--- config.mk ---
export PLATFORM = sky130hd
export DESIGN_NAME = uart_tx_feeder_flat
export DESIGN_NICKNAME = d
export VERILOG_FILES = /design/src/rtl/uart_pkg.sv /design/src/rtl/uart_tx_feeder_if.sv /design/src/rtl/uart_byte_fifo.sv /design/src/rtl/uart_tx_feeder.sv /design/src/flat_wrapper.sv
export SDC_FILE = /design/constraint.sdc
export NUM_CORES = 1
export LEC_CHECK = 0
export ABC_AREA = 0
export BUFFER_PORTS_ARGS = -buffer_cell sky130_fd_sc_hd__buf_2
export CELL_PAD_IN_SITES_DETAIL_PLACEMENT = 0
export CELL_PAD_IN_SITES_GLOBAL_PLACEMENT = 2
export CORE_MARGIN = 5
export CORE_UTILIZATION = 40
export DETAILED_ROUTE_END_ITERATION = 7
export HOLD_SLACK_MARGIN = 0.1
export PLACE_DENSITY_LB_ADDON = 0.3
export SLEW_MARGIN = 20
export SYNTH_ARGS = -nofsm -noshare
export SYNTH_HDL_FRONTEND = slang
export SYNTH_SLANG_ARGS = --single-unit
export TNS_END_PERCENT = 10
--- constraint.sdc ---
create_clock -name clk -period 8.9 [get_ports clk]
set_input_delay 0.445 -clock clk [delete_from_list [all_inputs] [get_ports clk]]
set_output_delay 0.445 -clock clk [all_outputs]
set_load 0.03 [all_outputs]
--- src/rtl/uart_pkg.sv ---
// Shared UART definitions: data width and the TX feeder state encoding.
package uart_pkg;

    localparam int UART_DATA_W = 8;

    typedef enum logic [1:0] {
        IDLE      = 2'd0,
        START     = 2'd1,
        WAIT_ACK  = 2'd2,
        WAIT_DONE = 2'd3
    } feeder_state_e;

endpackage

--- src/rtl/uart_tx_feeder_if.sv ---
// Bundle of the system-side byte handshake, the serialiser handshake and
// the feeder status outputs.
//
// Handshake: a byte moves on a rising edge where wr_valid && wr_ready are
// both high. The source keeps wr_data stable and wr_valid high until that
// edge. wr_ready does not depend on wr_valid.
interface uart_tx_feeder_if #(
    parameter int DEPTH = 16
);
    import uart_pkg::*;

    localparam int CNT_W = $clog2(DEPTH + 1);

    logic [UART_DATA_W-1:0] wr_data;
    logic                   wr_valid;
    logic                   wr_ready;
    logic [UART_DATA_W-1:0] tx_data;
    logic                   tx_start;
    logic                   tx_busy;
    logic [CNT_W-1:0]       count;
    logic                   empty;
    logic                   ack_err;
    feeder_state_e          state_dbg;

    // System side plus serialiser: drives bytes and the busy flag.
    modport master (
        output wr_data, wr_valid, tx_busy,
        input  wr_ready, tx_data, tx_start, count, empty, ack_err, state_dbg
    );

    // The feeder itself.
    modport slave (
        input  wr_data, wr_valid, tx_busy,
        output wr_ready, tx_data, tx_start, count, empty, ack_err, state_dbg
    );

endinterface

--- src/rtl/uart_byte_fifo.sv ---
// Synchronous byte FIFO. Occupancy is kept in its own counter so full and
// empty never need pointer comparison; pointers simply wrap.
module uart_byte_fifo
    import uart_pkg::*;
#(
    parameter  int DEPTH = 16,
    localparam int PTR_W = $clog2(DEPTH),
    localparam int CNT_W = $clog2(DEPTH + 1)
) (
    input  logic                   clk,
    input  logic                   rst,
    input  logic                   push,
    input  logic                   pop,
    input  logic [UART_DATA_W-1:0] wr_data,
    output logic [UART_DATA_W-1:0] rd_data,
    output logic [CNT_W-1:0]       count,
    output logic                   full,
    output logic                   empty
);

    logic [UART_DATA_W-1:0] mem_q [DEPTH];
    logic [PTR_W-1:0]       wr_ptr_q, wr_ptr_d;
    logic [PTR_W-1:0]       rd_ptr_q, rd_ptr_d;
    logic [CNT_W-1:0]       count_q, count_d;

    // Next pointers and occupancy; push and pop together leave count unchanged.
    always_comb begin
        wr_ptr_d = wr_ptr_q;
        rd_ptr_d = rd_ptr_q;
        count_d  = count_q;
        if (push) begin
            wr_ptr_d = wr_ptr_q + PTR_W'(1);
        end
        if (pop) begin
            rd_ptr_d = rd_ptr_q + PTR_W'(1);
        end
        case ({push, pop})
            2'b10:   count_d = count_q + CNT_W'(1);
            2'b01:   count_d = count_q - CNT_W'(1);
            default: count_d = count_q;
        endcase
    end

    // Pointer and occupancy registers.
    always_ff @(posedge clk) begin
        if (rst) begin
            wr_ptr_q <= '0;
            rd_ptr_q <= '0;
            count_q  <= '0;
        end else begin
            wr_ptr_q <= wr_ptr_d;
            rd_ptr_q <= rd_ptr_d;
            count_q  <= count_d;
        end
    end

    // Storage array; contents are don't-care until written, so no reset.
    always_ff @(posedge clk) begin
        if (push) begin
            mem_q[wr_ptr_q] <= wr_data;
        end
    end

    assign rd_data = mem_q[rd_ptr_q];
    assign count   = count_q;
    assign full    = (count_q == CNT_W'(DEPTH));
    assign empty   = (count_q == '0);

endmodule

--- src/rtl/uart_tx_feeder.sv ---
// UART TX feeder: buffers bytes in a FIFO and hands them one at a time to
// the serialiser with a one-cycle start pulse, then follows tx_busy. A start
// that never sees busy rise within ACK_TIMEOUT cycles drops the byte and
// sets a sticky error.
module uart_tx_feeder
    import uart_pkg::*;
#(
    parameter int DEPTH       = 16,
    parameter int ACK_TIMEOUT = 64
) (
    input  logic              clk,
    input  logic              txrst,
    uart_tx_feeder_if.slave   bus
);

    localparam int CNT_W = $clog2(DEPTH + 1);
    localparam int ACK_W = $clog2(ACK_TIMEOUT);
    localparam logic [ACK_W-1:0] ACK_LAST = ACK_W'(ACK_TIMEOUT - 1);

    logic                   fifo_push;
    logic                   fifo_pop;
    logic                   fifo_full;
    logic                   fifo_empty;
    logic [UART_DATA_W-1:0] fifo_rd_data;
    logic [CNT_W-1:0]       fifo_count;

    feeder_state_e          state_q, state_d;
    logic [UART_DATA_W-1:0] tx_data_q, tx_data_d;
    logic                   tx_start_q, tx_start_d;
    logic [ACK_W-1:0]       ack_cnt_q, ack_cnt_d;
    logic [ACK_W-1:0]       ack_cnt_inc;
    logic                   ack_err_q, ack_err_d;

    // wr_ready comes from the registered count only, so a pop in the same
    // cycle cannot open the door early.
    assign fifo_push = bus.wr_valid && !fifo_full;

    uart_byte_fifo #(
        .DEPTH (DEPTH)
    ) u_fifo (
        .clk     (clk),
        .rst     (txrst),
        .push    (fifo_push),
        .pop     (fifo_pop),
        .wr_data (bus.wr_data),
        .rd_data (fifo_rd_data),
        .count   (fifo_count),
        .full    (fifo_full),
        .empty   (fifo_empty)
    );

    assign ack_cnt_inc = ack_cnt_q + ACK_W'(1);

    // Feeder next-state: pop in IDLE, pulse in START, wait for busy to rise
    // (with timeout), then wait for busy to fall.
    always_comb begin
        state_d    = state_q;
        tx_data_d  = tx_data_q;
        tx_start_d = 1'b0;
        ack_cnt_d  = ack_cnt_q;
        ack_err_d  = ack_err_q;
        fifo_pop   = 1'b0;
        case (state_q)
            IDLE: begin
                if (!fifo_empty) begin
                    fifo_pop   = 1'b1;
                    tx_data_d  = fifo_rd_data;
                    tx_start_d = 1'b1;
                    state_d    = START;
                end
            end
            START: begin
                ack_cnt_d = '0;
                state_d   = WAIT_ACK;
            end
            WAIT_ACK: begin
                if (bus.tx_busy) begin
                    state_d = WAIT_DONE;
                end else begin
                    ack_cnt_d = ack_cnt_inc;
                    if (ack_cnt_inc == ACK_LAST) begin
                        ack_err_d = 1'b1;
                        state_d   = IDLE;
                    end
                end
            end
            WAIT_DONE: begin
                if (!bus.tx_busy) begin
                    state_d = IDLE;
                end
            end
            default: state_d = IDLE;
        endcase
    end

    // Feeder state and registered outputs.
    always_ff @(posedge clk) begin
        if (txrst) begin
            state_q    <= IDLE;
            tx_data_q  <= '0;
            tx_start_q <= 1'b0;
            ack_cnt_q  <= '0;
            ack_err_q  <= 1'b0;
        end else begin
            state_q    <= state_d;
            tx_data_q  <= tx_data_d;
            tx_start_q <= tx_start_d;
            ack_cnt_q  <= ack_cnt_d;
            ack_err_q  <= ack_err_d;
        end
    end

    assign bus.wr_ready  = !fifo_full;
    assign bus.empty     = fifo_empty;
    assign bus.count     = fifo_count;
    assign bus.tx_data   = tx_data_q;
    assign bus.tx_start  = tx_start_q;
    assign bus.ack_err   = ack_err_q;
    assign bus.state_dbg = state_q;

endmodule

--- src/flat_wrapper.sv ---
// flat-port wrapper written by rule: the top's interface ports become plain ports
module uart_tx_feeder_flat import uart_pkg::*;
#(
    parameter int DEPTH       = 16,
    parameter int ACK_TIMEOUT = 64
)
  (clk, txrst, bus_wr_data, bus_wr_valid, bus_tx_busy, bus_wr_ready, bus_tx_data, bus_tx_start, bus_count, bus_empty, bus_ack_err, bus_state_dbg);
  uart_tx_feeder_if #(.DEPTH(DEPTH)) bus_i ();
  input  logic clk;
  input  logic txrst;
  input wire logic [$bits(bus_i.wr_data)-1:0] bus_wr_data;
  input wire logic [$bits(bus_i.wr_valid)-1:0] bus_wr_valid;
  input wire logic [$bits(bus_i.tx_busy)-1:0] bus_tx_busy;
  output wire logic [$bits(bus_i.wr_ready)-1:0] bus_wr_ready;
  output wire logic [$bits(bus_i.tx_data)-1:0] bus_tx_data;
  output wire logic [$bits(bus_i.tx_start)-1:0] bus_tx_start;
  output wire logic [$bits(bus_i.count)-1:0] bus_count;
  output wire logic [$bits(bus_i.empty)-1:0] bus_empty;
  output wire logic [$bits(bus_i.ack_err)-1:0] bus_ack_err;
  output wire logic [$bits(bus_i.state_dbg)-1:0] bus_state_dbg;
  assign bus_i.wr_data = bus_wr_data;
  assign bus_i.wr_valid = bus_wr_valid;
  assign bus_i.tx_busy = bus_tx_busy;
  assign bus_wr_ready = bus_i.wr_ready;
  assign bus_tx_data = bus_i.tx_data;
  assign bus_tx_start = bus_i.tx_start;
  assign bus_count = bus_i.count;
  assign bus_empty = bus_i.empty;
  assign bus_ack_err = bus_i.ack_err;
  assign bus_state_dbg = bus_i.state_dbg;
  uart_tx_feeder #(.DEPTH(DEPTH), .ACK_TIMEOUT(ACK_TIMEOUT)) u_core (.clk(clk), .txrst(txrst), .bus(bus_i));
endmodule
=== Word level (Yosys, flattened, before mapping) ===
Memory sizes are Yosys's and may differ from the RTL's. A register that Yosys moved wholly into a read port is not among the register bits.
Cells that the tools add are included.

* Add/sub/neg operators: 5
* Equal/unequal tests: 11
* Multiplexer cells: 12
* Bitwise gates (word level): 2
* Reduce and logical (&&, ||, !) cells: 10

{| class="wikitable"
|+ Operators with widths
! cell !! number
|-
| case mux 6 bit (2 select lines) || 1
|-
| case mux 5 bit (2 select lines) || 1
|-
| adder 4 x 1 -> 4 bit, second input constant || 2
|-
| 2-to-1 mux 2 bit || 4
|-
| case mux 2 bit (4 select lines) || 1
|-
| adder 6 x 1 -> 6 bit, second input constant || 1
|-
| equality test 2 bit, second input constant || 3
|-
| equality test 6 bit, second input constant || 1
|-
| 2-to-1 mux 6 bit || 1
|-
| != test 2 bit, second input constant || 3
|-
| AND reduction 3 bit || 2
|-
| adder 5 x 1 -> 5 bit, second input constant || 1
|-
| equality test 5 bit, second input constant || 1
|-
| zero test 5 bit || 1
|-
| subtractor 5 x 1 -> 5 bit, second input constant || 1
|-
| equality test 2 x 1 -> 1 bit, second input constant || 2
|-
| 2-to-1 mux 1 bit || 4
|-
| AND reduction 2 bit || 2
|-
| nonzero test 2 bit || 2
|-
| != test 3 x 2 -> 1 bit, second input constant || 1
|-
| zero test 2 bit || 1
|-
| inverter 1 bit || 2
|-
| logical AND 1 bit || 1
|-
| zero test 1 bit || 1
|}

* Register bits after elaboration: 23
* RAM bits: 128
* Output and inout port bits: 19
* Memories kept: 1

{| class="wikitable"
|+ Memories
! memory !! words !! bits a word !! read ports !! clocked after Yosys merged registers in !! wr ports !! line !! source
|-
| u_core.u_fifo.mem_q || 16 || 8 || 1 || 1 || 1 || uart_byte_fifo.sv:21 || <nowiki>logic [UART_DATA_W-1:0] mem_q [DEPTH];</nowiki>
|}

=== Longest topological paths before layout ===
Gate-level depths: netlist of run 1.

* Depth in word-level cells: 5
* Depth in mapped cells: 12
* Mapped depth without buffers: 10

=== Hierarchy ===
Synthesis of run 1 repeated with hierarchy kept, for this count alone.

* Cell total of the unflattened synthesis: 429
* Area, all modules: 6693.9 um^2

{| class="wikitable"
|+ By module, submodules not included
! module !! instances !! cells each !! area each (um^2)
|-
| uart_byte_fifo || 1 || 313 || 5814.3
|-
| uart_tx_feeder || 1 || 116 || 879.6
|}

=== Least setup slack after synthesis of run 1 ===
No wires, ideal clock.

* Path kind: reg2reg
* From: register u_core.u_fifo.count_q[2] (netlist: u_core.u_fifo.count[2])
* To: register u_core.u_fifo.count_q[4] (netlist: u_core.u_fifo.count[4])
* Setup time: 121 ps
* Data arrival time: 3002 ps
* Data required time: 8779 ps
* Setup slack: 5778 ps
* Stages on the path, launching flop included: 13
* Path buffers: 3
* Cell sequence: dfxtp_1 > clkbuf_1 > nor4_2 > a21boi_1 > clkbuf_1 > ha_1 > clkbuf_1 > xor2_1 > ha_1 > o21a_1 > o21a_1 > o32ai_1 > mux2_2

* Word-level cells in the longest chain between the ends: 5
* Elaborated cells on any way between the ends: 12
* Classes of those cells: add/sub: 2; eq/ne: 3; mux: 3; reduce/logical: 4

{| class="wikitable"
|+ RTL lines
! what !! line !! source
|-
| start, declared || uart_byte_fifo.sv:24 || <nowiki>logic [CNT_W-1:0] count_q, count_d;</nowiki>
|-
| start signal, assigned || uart_byte_fifo.sv:53 || <nowiki>count_q <= count_d;</nowiki>
|-
| zero test 5 bit (*) || uart_byte_fifo.sv:67 || <nowiki>assign empty = (count_q == '0);</nowiki>
|-
| 2-to-1 mux 1 bit (*) || uart_tx_feeder.sv:65 || <nowiki>if (!fifo_empty) begin</nowiki>
|-
| 2-to-1 mux 1 bit (*) || -- ||
|-
| net u_core.fifo_pop || uart_tx_feeder.sv:21 || <nowiki>logic fifo_pop;</nowiki>
|-
| equality test 2 x 1 -> 1 bit / equality test 2 bit (equally long branches) || uart_byte_fifo.sv:37 || <nowiki>case ({push, pop})</nowiki>
|-
| case mux 5 bit (2 select lines) / nonzero test 2 bit (equally long branches) || -- ||
|}

Mark *: on every way through the listed nets, which the timed path passes. The rest lies on a longest branch.
A chain may end at the register's enable or synchronous reset.

=== Worst setup path after layout of run 1 ===
* From: register u_core.state_q[1] (netlist: u_core.bus.state_dbg[1])
* To: register u_core.u_fifo.count_q[4] (netlist: u_core.u_fifo.count[4])

* Word-level cells in the longest chain between the ends: 4
* Elaborated cells on any way between the ends: 6
* Classes of those cells: eq/ne: 2; mux: 2; reduce/logical: 2

{| class="wikitable"
|+ RTL lines
! what !! line !! source
|-
| start, declared || uart_tx_feeder.sv:27 || <nowiki>feeder_state_e state_q, state_d;</nowiki>
|-
| start signal, assigned || uart_tx_feeder.sv:105 || <nowiki>state_q <= state_d;</nowiki>
|-
| zero test 2 bit (*) || uart_tx_feeder.sv:63 || <nowiki>case (state_q)</nowiki>
|-
| 2-to-1 mux 1 bit (*) || -- ||
|-
| equality test 2 x 1 -> 1 bit / equality test 2 bit (equally long branches) || uart_byte_fifo.sv:37 ||
|-
| case mux 5 bit (2 select lines) / nonzero test 2 bit (equally long branches) || -- ||
|}

Every way passes the cells marked *; elsewhere a longest branch is shown, timed or not.

==> flow_summary.toml, run 1 <==
[global_route]
grt.overflow.total = 0
first_global_vias = 3621
met1_track_demand_over_resource_in_global_routing = 0.195
grt.met2_usage = 0.231
gr-usage-met3 = 0.0360
number_of_antenna_violations_at_the_first_check_in_global_routing = 0
grt_pass1_wl_um = 21100
grtUsageTotal = 0.144
grt_start_max_net_pins = 67
grt_peak_use_layer = "met2"

[routing]
vias_per_cell = 5.23
postRouteWirelength_um = 13800
detail-route-antenna-nets = 0
drt_initial_violations = 209
detailedRoute.firstPassIterationCount = 4
detail_route.drc_violations = 0
routed_wire_length_per_instance_um = 19.0
routed-via-count = 3794

[timing]
totalNegativeSetupSlack_ns = 0
setup_repair_after_global_routing_missed_its_margin = "no"
final.min_clock_period_ns = 3.45
min_period_over_period = 0.388
slew_headroom = 0.364
timing.clock.skew_ns = 0.00601
max_freq_ghz = 0.289
finalSetupViolCount = 0
timing.final.hold_violations = 0
maxSlewViolCount = 0
worst_tran_pin_value_ns = 0.949

[yosys]
ys_top_cells_by_area = "sky130_fd_sc_hd__edfxtp_1, sky130_fd_sc_hd__mux2i_1, sky130_fd_sc_hd__dfxtp_1, sky130_fd_sc_hd__o22ai_1, sky130_fd_sc_hd__nor2_1"
synth_nets = 492
flop_and_latch_count_out_of_synthesis = 159
synth_top_cell_by_area = "sky130_fd_sc_hd__edfxtp_1"
avgSynthCellArea_um2 = 14.3
mappedNetlistArea_um2 = 6690
number_of_enable_flip_flop_cells_after_synthesis = 128
synth.yosys.warnings = 0
post_syn_instances = 469
synth.top_cell.area_share = 0.575
post_synth_most_frequent_cells = "sky130_fd_sc_hd__edfxtp_1, sky130_fd_sc_hd__mux2i_1, sky130_fd_sc_hd__nor2_1"
most_frequently_used_cell_type_in_the_post_synthesis_netlist = "sky130_fd_sc_hd__edfxtp_1"
synth-seq-area-share = 0.668
synth.distinct_cells = 55
synthArstFlopShare = 0
synthFlopType = "sky130_fd_sc_hd__edfxtp_1"

[power]
power.leakage_nw = 2.43
power_per_cell_area_nw_per_um2 = 263
vdd_ir_drop_max_mv = 0.139

[run]
maxCapViolCount = 0

[placed_design]
count_of_port_buffers_added_during_placement = 30
detailed_placer_s_ending_hpwl_um = 9020
dp.cells = 692
finalWeightedCongestion = 0.761

[floorplan]
initial_core_util = 0.406
floorplan.io_pins = 31
die_h_um = 139
row_count = 47
die_x_um = 139
placeableCoreArea_um2 = 16500
design.die.area_um2 = 19400

[finish]
n_fill_cell = 1475
post_layout_nonfiller_instances = 725
post_route_cells_drive_above_1_share = 0.150
area_growth_syn_to_layout_pct = 13.7
layout.nets = 515
total_area_of_multi_input_combinational_cells_um2 = 2060
antenna-diode-count = 0
ff_latch_area_um2 = 4470
post-route-util = 0.462

[worst_setup_path]
startpoint_type = "register"
critical_path_peak_fanout = 22
crit_arrival_ns = 3.76
endpoint_kind = "register"
timing.setup.critical_path_class = "register to register"
worst_r2r_endpoint = "u_core.u_fifo.count[4]"
worstReg2RegStart = "u_core.bus.state_dbg[1]"
flop2flop_setup_slack_ns = 5.45
timing.critical_path.required_ns = 9.20
r2r.worst_path.cells = 9

[worst_hold_path]
hp-start = "bus_tx_busy"
worst_hold_path.endpoint = "u_core.bus.state_dbg[0]"
timing.hold.worst_path_depth = 3
worst_hold_path_type = "input port to register"

[cts]
cts_resized = 0
cts_h_tree_depth = 4
clock_tree_root = "sky130_fd_sc_hd__clkbuf_16"
max-clock-path-buffers = 2
postcts_setup_bufs = 0
cts_tree = "yes"
number_of_buffers_created_by_cts = 17
cts_hold_buf = 0
cts.clk_slew.worst_paths_ns = 0.06
clk-insertion-delay-late_ns = 0.41
clock_sink_count = 159

[run_status]
run_status = "finished, final reports clean"
==> cells by family after synthesis <==
group,Yosys count,synth area share
AOI/OAI and AO/OA,81,0.0855
xor gates and xnor gates,10,0.0131
adders and majority gates,11,0.0206
buffers and inverters,37,0.0249
DFF,159,0.668
muxes,70,0.105
and+or+nand+nor,101,0.0833
==> report_power, final <==
part	internal [W]	switching, W	leakage (nW)
combinational	0.000146	0.000244	0.746
clock	0.000413	0.000284	0.274
sequential	0.000853	0.0000599	1.41
total	0.00141	0.000588	2.43
==> worst max-delay path by stage <==
| stage | from | end | slack, ns |
|---|---|---|---|
| final | u_core.bus.state_dbg[1] | u_core.u_fifo.count[4] | 5.45 |
| after floorplan | u_core.u_fifo.count[2] | u_core.u_fifo.count[4] | 5.78 |
| after CTS | u_core.bus.state_dbg[1] | u_core.u_fifo.count[4] | 5.42 |
| after detailed placement | u_core.bus.state_dbg[1] | u_core.u_fifo.count[4] | 5.45 |
| after global placement | u_core.bus.state_dbg[1] | u_core.u_fifo.count[4] | 5.53 |
| after global routing | u_core.bus.state_dbg[1] | u_core.u_fifo.count[4] | 5.20 |
==> critical path, cell delays in order, from the launching register on <==
cell                       delay (ns)
sky130_fd_sc_hd__dfxtp_1         0.50
sky130_fd_sc_hd__nor2_1          0.35
sky130_fd_sc_hd__a21boi_2        0.80
sky130_fd_sc_hd__ha_1            0.48
sky130_fd_sc_hd__xor2_1          0.12
sky130_fd_sc_hd__ha_1            0.23
sky130_fd_sc_hd__o21a_1          0.17
sky130_fd_sc_hd__o21a_1          0.16
sky130_fd_sc_hd__o32ai_1         0.16
sky130_fd_sc_hd__mux2_2          0.37
==> sequential cells by signal, indices dropped and copies added (netlist names) <==
signal,cells
u_core.u_fifo.mem_q,128
u_core.bus.tx_data,8
u_core.ack_cnt_q,6
u_core.u_fifo.count,5
u_core.u_fifo.rd_ptr_q,4
u_core.u_fifo.wr_ptr_q,4
u_core.bus.state_dbg,2
u_core.bus.ack_err,1
u_core.bus.tx_start,1
==> layer usage <==
layer	up-vias	routed length, um
met4	0	176
li1	1860	-
met2	58	6640
met5	-	0
met3	15	619
met1	1861	6330
==> cell type report <==
class | count | share of cell area
inverters | 6 | 0.00296
multi-input cells | 273 | 0.271
repair buffers | 35 | 0.0273
well taps | 220 | 0.0362
clock inverters | 13 | 0.0183
flip-flops and latches | 159 | 0.588
clock buffers | 19 | 0.0569
==> layout by cell type (no fill, tap or decap), drive strengths merged, types with 4 or more instances in the layout <==
cell and count:
buf 35, clkinv 7, a211oi 8, o22ai 32, nor2 39, nand2b 6, o211ai 7, ha 11
nor3 5, edfxtp 128, a21oi 8, nand3b 5, xor2 8, mux2i 69, nand2 9, dfxtp 31
nor2b 5, or3b 5, clkbuf 19, nor4 9, or3 4, inv 8, o21bai 4
==> metrics by stage <==
step | area, um2 | hold WS (ns) | setup WS, ns | total power [W]
2_1_floorplan | 6690 | 0.528 | 5.78 | 0.00121
3_3_place_gp | 7010 | 0.446 | 5.53 | 0.00131
3_5_place_dp | 7010 | 0.453 | 5.45 | 0.00132
4_1_cts | 7580 | 0.357 | 5.42 | 0.00202
5_1_grt | 7600 | 0.375 | 5.20 | 0.00209
6_report | 7600 | 0.366 | 5.45 | 0.00200
Power figures use the tool's default switching activity.
==> inputs of run 2 (changes only) <==
- clock period: 8.9 -> 2.9 ns (I/O delays scaled with it)
==> run 2 against run 1 <==
  * Count of clock-buffer cells in the layout fell by 1
  * Worst setup slack got worse by 5.2 ns
  * Global-route usage rose by 0.57 points
  * Clock skew rose by 0.017 ns
  * Non-clock buffer count rose by 17
  * Maximum frequency rose by 29%
  * Register-to-register slack got worse by 5.2 ns
  * Final area rose by 1.9%
  * Worst hold slack got worse by 0.24 ns
  * Highest routed layer unchanged
  * Critical endpoint unchanged
  * Total power rose to 3.2 times the previous value
==> flow_summary.toml, run 2 (synthesis gave the netlist of run 1 again) <==
[timing]
setup_slack_of_the_critical_path_after_layout_ns = 0.232
timing.clock.skew_ns = 0.0225
max_freq_ghz = 0.375
worst_tran_pin_value_ns = 0.748
final.min_clock_period_ns = 2.67
min_period_over_period = 0.920
slew_headroom = 0.500
setup_repair_after_global_routing_missed_its_margin = "no"
finalSetupViolCount = 0
totalNegativeSetupSlack_ns = 0
timing.final.hold_violations = 0
maxSlewViolCount = 0

[finish]
post-route-util = 0.471
antenna-diode-count = 0
area_growth_syn_to_layout_pct = 15.9
post_route_cells_drive_above_1_share = 0.186
most_common_cell_after_layout_fill_and_taps_aside = "sky130_fd_sc_hd__edfxtp_1"
n_fill_cell = 1454
largest_register_ff_count = 128
max_flop_register = "u_core.u_fifo.mem_q"
layout.nets = 532
most-common-layout-cells = "sky130_fd_sc_hd__edfxtp_1, sky130_fd_sc_hd__mux2i_1, sky130_fd_sc_hd__nor2_1"
layout.cell_area.non_filler_um2 = 7750

[cts]
number_of_buffers_created_by_cts = 17
cts_resized = 0
clock_sink_count = 159
cts.clk_slew.worst_paths_ns = 0.06
clock_tree_root = "sky130_fd_sc_hd__clkbuf_16"
max-clock-path-buffers = 2
cts_h_tree_depth = 4
cts_tree = "yes"
clk-insertion-delay-late_ns = 0.43

[global_route]
number_of_antenna_violations_at_the_first_check_in_global_routing = 0
first_global_vias = 3813
grt_pass1_wl_um = 22000
grt_start_max_net_pins = 37
grtUsageTotal = 0.150
grt.overflow.total = 0

[worst_setup_path]
timing.setup.critical_path_class = "register to register"
flop2flop_setup_slack_ns = 0.23
r2r.worst_path.cells = 9
endpoint_kind = "register"
timing.critical_path.required_ns = 3.22
worst_r2r_endpoint = "u_core.u_fifo.count[4]"
critical_path_peak_fanout = 7
startpoint_type = "register"
crit_arrival_ns = 2.99
worstReg2RegStart = "u_core.u_fifo.count[0]"

[floorplan]
row_count = 47
initial_core_util = 0.406
die_h_um = 139
design.die.area_um2 = 19400
floorplan.io_pins = 31
die_x_um = 139
placeableCoreArea_um2 = 16500

[routing]
detail-route-antenna-nets = 0
routed_wire_length_per_instance_um = 19.1
routed-via-count = 3867
detail_route.drc_violations = 0
detailedRoute.firstPassIterationCount = 5
vias_per_cell = 5.22
drt_initial_violations = 243
postRouteWirelength_um = 14100

[worst_hold_path]
worst_hold_path.endpoint = "u_core.u_fifo.mem_q[2][0]"
timing.hold.worst_path_depth = 1
worst_hold_path_type = "input port to register"
hp-start = "bus_wr_data[0]"

[run]
maxCapViolCount = 0

[power]
power.leakage_nw = 2.53
vdd_ir_drop_max_mv = 0.407
power_per_cell_area_nw_per_um2 = 813
power_w = 0.00630

[placed_design]
pre_cts_setup_slack_ns = 0.238
finalWeightedCongestion = 0.802
detailed_placer_s_ending_hpwl_um = 9470
count_of_port_buffers_added_during_placement = 30
detailed_place.area_um2 = 7150

[run_status]
run_status = "finished, final reports clean"
[run 2: area by class of cell]
cell class                      instances  area (um2)  share of cell area
Clock inverter                         13         164              0.0211
Timing Repair Buffer                   52         318              0.0410
Clock buffer                           18         429              0.0554
Multi-Input combinational cell        273        2070               0.267
Sequential cell                       159        4470               0.577
Inverter                                6        22.5             0.00291
Tap cell                              220         275              0.0355
[run 2: critical path: stages, from the launching register on]
cell                       delay (ns)
sky130_fd_sc_hd__dfxtp_1         0.50
sky130_fd_sc_hd__nor4_4          0.11
sky130_fd_sc_hd__a21boi_2        0.31
sky130_fd_sc_hd__inv_1           0.11
sky130_fd_sc_hd__ha_1            0.22
sky130_fd_sc_hd__buf_4           0.17
sky130_fd_sc_hd__ha_1            0.18
sky130_fd_sc_hd__or3b_2          0.44
sky130_fd_sc_hd__o32ai_1         0.15
sky130_fd_sc_hd__mux2_2          0.37
[run 2: worst max-delay path by stage]
stage	from	end	slack (ns)
floorplan	u_core.u_fifo.count[4]	u_core.u_fifo.count[4]	0.02
global placement	u_core.u_fifo.count[0]	u_core.u_fifo.count[4]	0.29
detailed placement	u_core.u_fifo.count[0]	u_core.u_fifo.count[4]	0.24
CTS	u_core.u_fifo.count[0]	u_core.u_fifo.count[4]	0.21
global route	u_core.u_fifo.count[0]	u_core.u_fifo.count[4]	0.07
finish	u_core.u_fifo.count[0]	u_core.u_fifo.count[4]	0.23
[run 2: power by group]
group	switching [W]	internal [W]	total (W)
clock network	0.000881	0.00135	0.00223
registers	0.000135	0.00262	0.00275
logic	0.000814	0.000503	0.00132
total	0.00183	0.00447	0.00630
[run 2: per-layer routing]
| metal | vias to the layer above | routed length [um] | GRT usage |
|---|---|---|---|
| met5 | - | 0 | 0 |
| met4 | 0 | 85 | 0.0582 |
| met3 | 6 | 674 | 0.0405 |
| met2 | 77 | 6650 | 0.226 |
| met1 | 1888 | 6700 | 0.209 |
| li1 | 1896 | - | - |
[run 2: what timing repair did]
| action | in CTS | in global routing |
|---|---|---|
| hold endpoints to repair | 1 | 0 |
| endpoints found under the setup margin | 0 | 0 |
| hold buffers | 1 | 0 |
| buffers inserted | 0 | 0 |
[run 2: per-stage QoR]
step | hold WS, ns | cells
2_1_floorplan | 0.244 | 469
3_3_place_gp | 0.440 | 709
3_5_place_dp | 0.450 | 709
4_1_cts | 0.111 | 741
5_1_grt | 0.127 | 741
6_report | 0.122 | 741
==> inputs of run 3 (changes only) <==
- CORE_ASPECT_RATIO: not set -> 1.2
==> run 3 against run 2 <==
  * Final cell count decreased by 1.9%
  * Routed wire length decreased by 2.0%
  * Critical path type unchanged
  * Via count increased by 1.4%
  * Final area decreased by 0.66%
  * Critical path depth increased by 1
  * Worst hold slack got worse by 0.0020 ns
==> flow_summary.toml, run 3 (synthesis gave the netlist of run 1 again) <==
[run_status]
run_status = "finished, final reports clean"

[worst_setup_path]
crit_arrival_ns = 3.01
timing.setup.critical_path_class = "register to register"
worst_setup_path_startpoint = "u_core.u_fifo.count[1]"
critical-path-slowest-cell = "sky130_fd_sc_hd__dfxtp_2"
endpoint_kind = "register"
timing.critical_path.required_ns = 3.21
r2r.worst_path.cells = 10
worst_r2r_endpoint = "u_core.u_fifo.count[4]"
critical_path.cell_chain = "nor4_4 -> a21boi_2 -> inv_1 -> ha_1 -> xor2_1 -> ha_1 -> o21a_1 -> o21a_1 -> o32ai_1 -> mux2_2"
flop2flop_setup_slack_ns = 0.20
largest_delay_share_family_worst_path = "compound AO/OA/AOI/OAI gates"
startpoint_type = "register"
critical_path_peak_fanout = 10
cpPeakStageDelay_ns = 0.38
worstReg2RegStart = "u_core.u_fifo.count[1]"
critical_path.n_buffers_inverters = 1

[finish]
most-common-layout-cells = "sky130_fd_sc_hd__edfxtp_1, sky130_fd_sc_hd__mux2i_1, sky130_fd_sc_hd__nor2_1"
post_route_cells_drive_above_1_share = 0.177
layout.nets = 526
antenna-diode-count = 0
most_common_cell_after_layout_fill_and_taps_aside = "sky130_fd_sc_hd__edfxtp_1"
largest_register_ff_count = 128
post_layout_nonfiller_instances = 727
max_flop_register = "u_core.u_fifo.mem_q"
area_growth_syn_to_layout_pct = 15.2

[placed_design]
finalWeightedCongestion = 0.804
detailed_placer_s_ending_hpwl_um = 9460
count_of_port_buffers_added_during_placement = 30
dp.cells = 695

[timing]
slew_headroom = 0.473
min_period_over_period = 0.930
timing.clock.skew_ns = 0.00968
final.min_clock_period_ns = 2.70
maxSlewViolCount = 0
timing.final.hold_violations = 0
finalSetupViolCount = 0
worst_tran_pin_value_ns = 0.788
max_freq_ghz = 0.371
totalNegativeSetupSlack_ns = 0
setup_repair_after_global_routing_missed_its_margin = "no"

[cts]
cts_h_tree_depth = 4
number_of_buffers_created_by_cts = 17
cts.clk_slew.worst_paths_ns = 0.06
cts_hold_buf = 1
max-clock-path-buffers = 2
postcts_setup_bufs = 0
cts_tree = "yes"
clock_tree_root = "sky130_fd_sc_hd__clkbuf_16"
cts_resized = 0
clk-insertion-delay-late_ns = 0.42
clock_sink_count = 159

[routing]
vias_per_cell = 5.39
postRouteWirelength_um = 13800
detailedRoute.firstPassIterationCount = 4
routed-via-count = 3920
detail-route-antenna-nets = 0
routed_wire_length_per_instance_um = 19.0
drt_initial_violations = 226
detail_route.drc_violations = 0

[global_route]
first_global_vias = 3856
number_of_antenna_violations_at_the_first_check_in_global_routing = 0
grtUsageTotal = 0.150
grt.overflow.total = 0
grt_start_max_net_pins = 37
grt_pass1_wl_um = 21700

[power]
power_per_cell_area_nw_per_um2 = 811
power.leakage_nw = 2.50
p_int_w = 0.00439
vdd_ir_drop_max_mv = 0.393
pwr-share-clk = 0.350
combPwrFrac = 0.211
power.switching_fraction = 0.297
part_of_the_power_in_registers = 0.439
netSwitchingPower_w = 0.00185

[floorplan]
design.die.area_um2 = 19400
row_count = 51
die_h_um = 152
floorplan.io_pins = 31
initial_core_util = 0.409
die_x_um = 128
placeableCoreArea_um2 = 16300

[worst_hold_path]
hp-start = "bus_wr_data[6]"
worst_hold_path.endpoint = "u_core.u_fifo.mem_q[15][6]"
worst_hold_path_type = "input port to register"
timing.hold.worst_path_depth = 1

[run]
maxCapViolCount = 0
[run 3: cell types whose count changed in the layout (fill, tap and decap cells not counted), sizes merged]
cell / delta
clkbuf: -1
inv: +3
clkinv: -1
buf: -6
bufinv: -1
[run 3: metal layers]
metal,vias to the layer above,GRT usage,wire [um]
met1,1916,0.181,5960
li1,1873,-,-
met2,99,0.252,6770
met4,0,0.0669,428
met3,32,0.0410,670
met5,-,0,0
[run 3: metrics by stage]
| step | hold WS [ns] | area (um2) | power, W | utilization | setup slack, ns |
|---|---|---|---|---|---|
| 3_3_place_gp | 0.449 | 7110 | 0.00409 | 0.435 | 0.254 |
| 6_report | 0.120 | 7700 | 0.00624 | 0.471 | 0.202 |
| 2_1_floorplan | 0.244 | 6710 | 0.00374 | - | 0.0183 |
| 5_1_grt | 0.117 | 7700 | 0.00655 | 0.471 | 0.0324 |
| 4_1_cts | 0.113 | 7700 | 0.00630 | 0.471 | 0.205 |
| 3_5_place_dp | 0.453 | 7110 | 0.00412 | 0.435 | 0.207 |
[run 3: final cells by class]
cell class	count	area (um2)
tap	212	265
sequential	159	4470
multi-input combinational	273	2070
timing repair buffer	46	285
clock buffer	17	425
clock inverter	14	159
inverter	6	22.5
fill	1488	8640
[run 3: how the worst max path moves through the flow]
stage | to | slack [ns] | depth (start not counted)
CTS | u_core.u_fifo.count[4] | 0.21 | 10
finish | u_core.u_fifo.count[4] | 0.20 | 10
global placement | u_core.u_fifo.count[4] | 0.25 | 10
detailed placement | u_core.u_fifo.count[4] | 0.21 | 10
global route | u_core.u_fifo.count[4] | 0.03 | 10
floorplan | u_core.u_fifo.count[4] | 0.02 | 12
[run 3: power groups by stage]
stage / Combinational [W] / Clock (W) / Sequential (W)
2_1_floorplan: 0.000851 / 0 / 0.00289
5_1_grt: 0.00145 / 0.00234 / 0.00276
6_report: 0.00132 / 0.00219 / 0.00274
4_1_cts: 0.00133 / 0.00223 / 0.00274
3_3_place_gp: 0.00131 / 0 / 0.00278
3_5_place_dp: 0.00133 / 0 / 0.00279
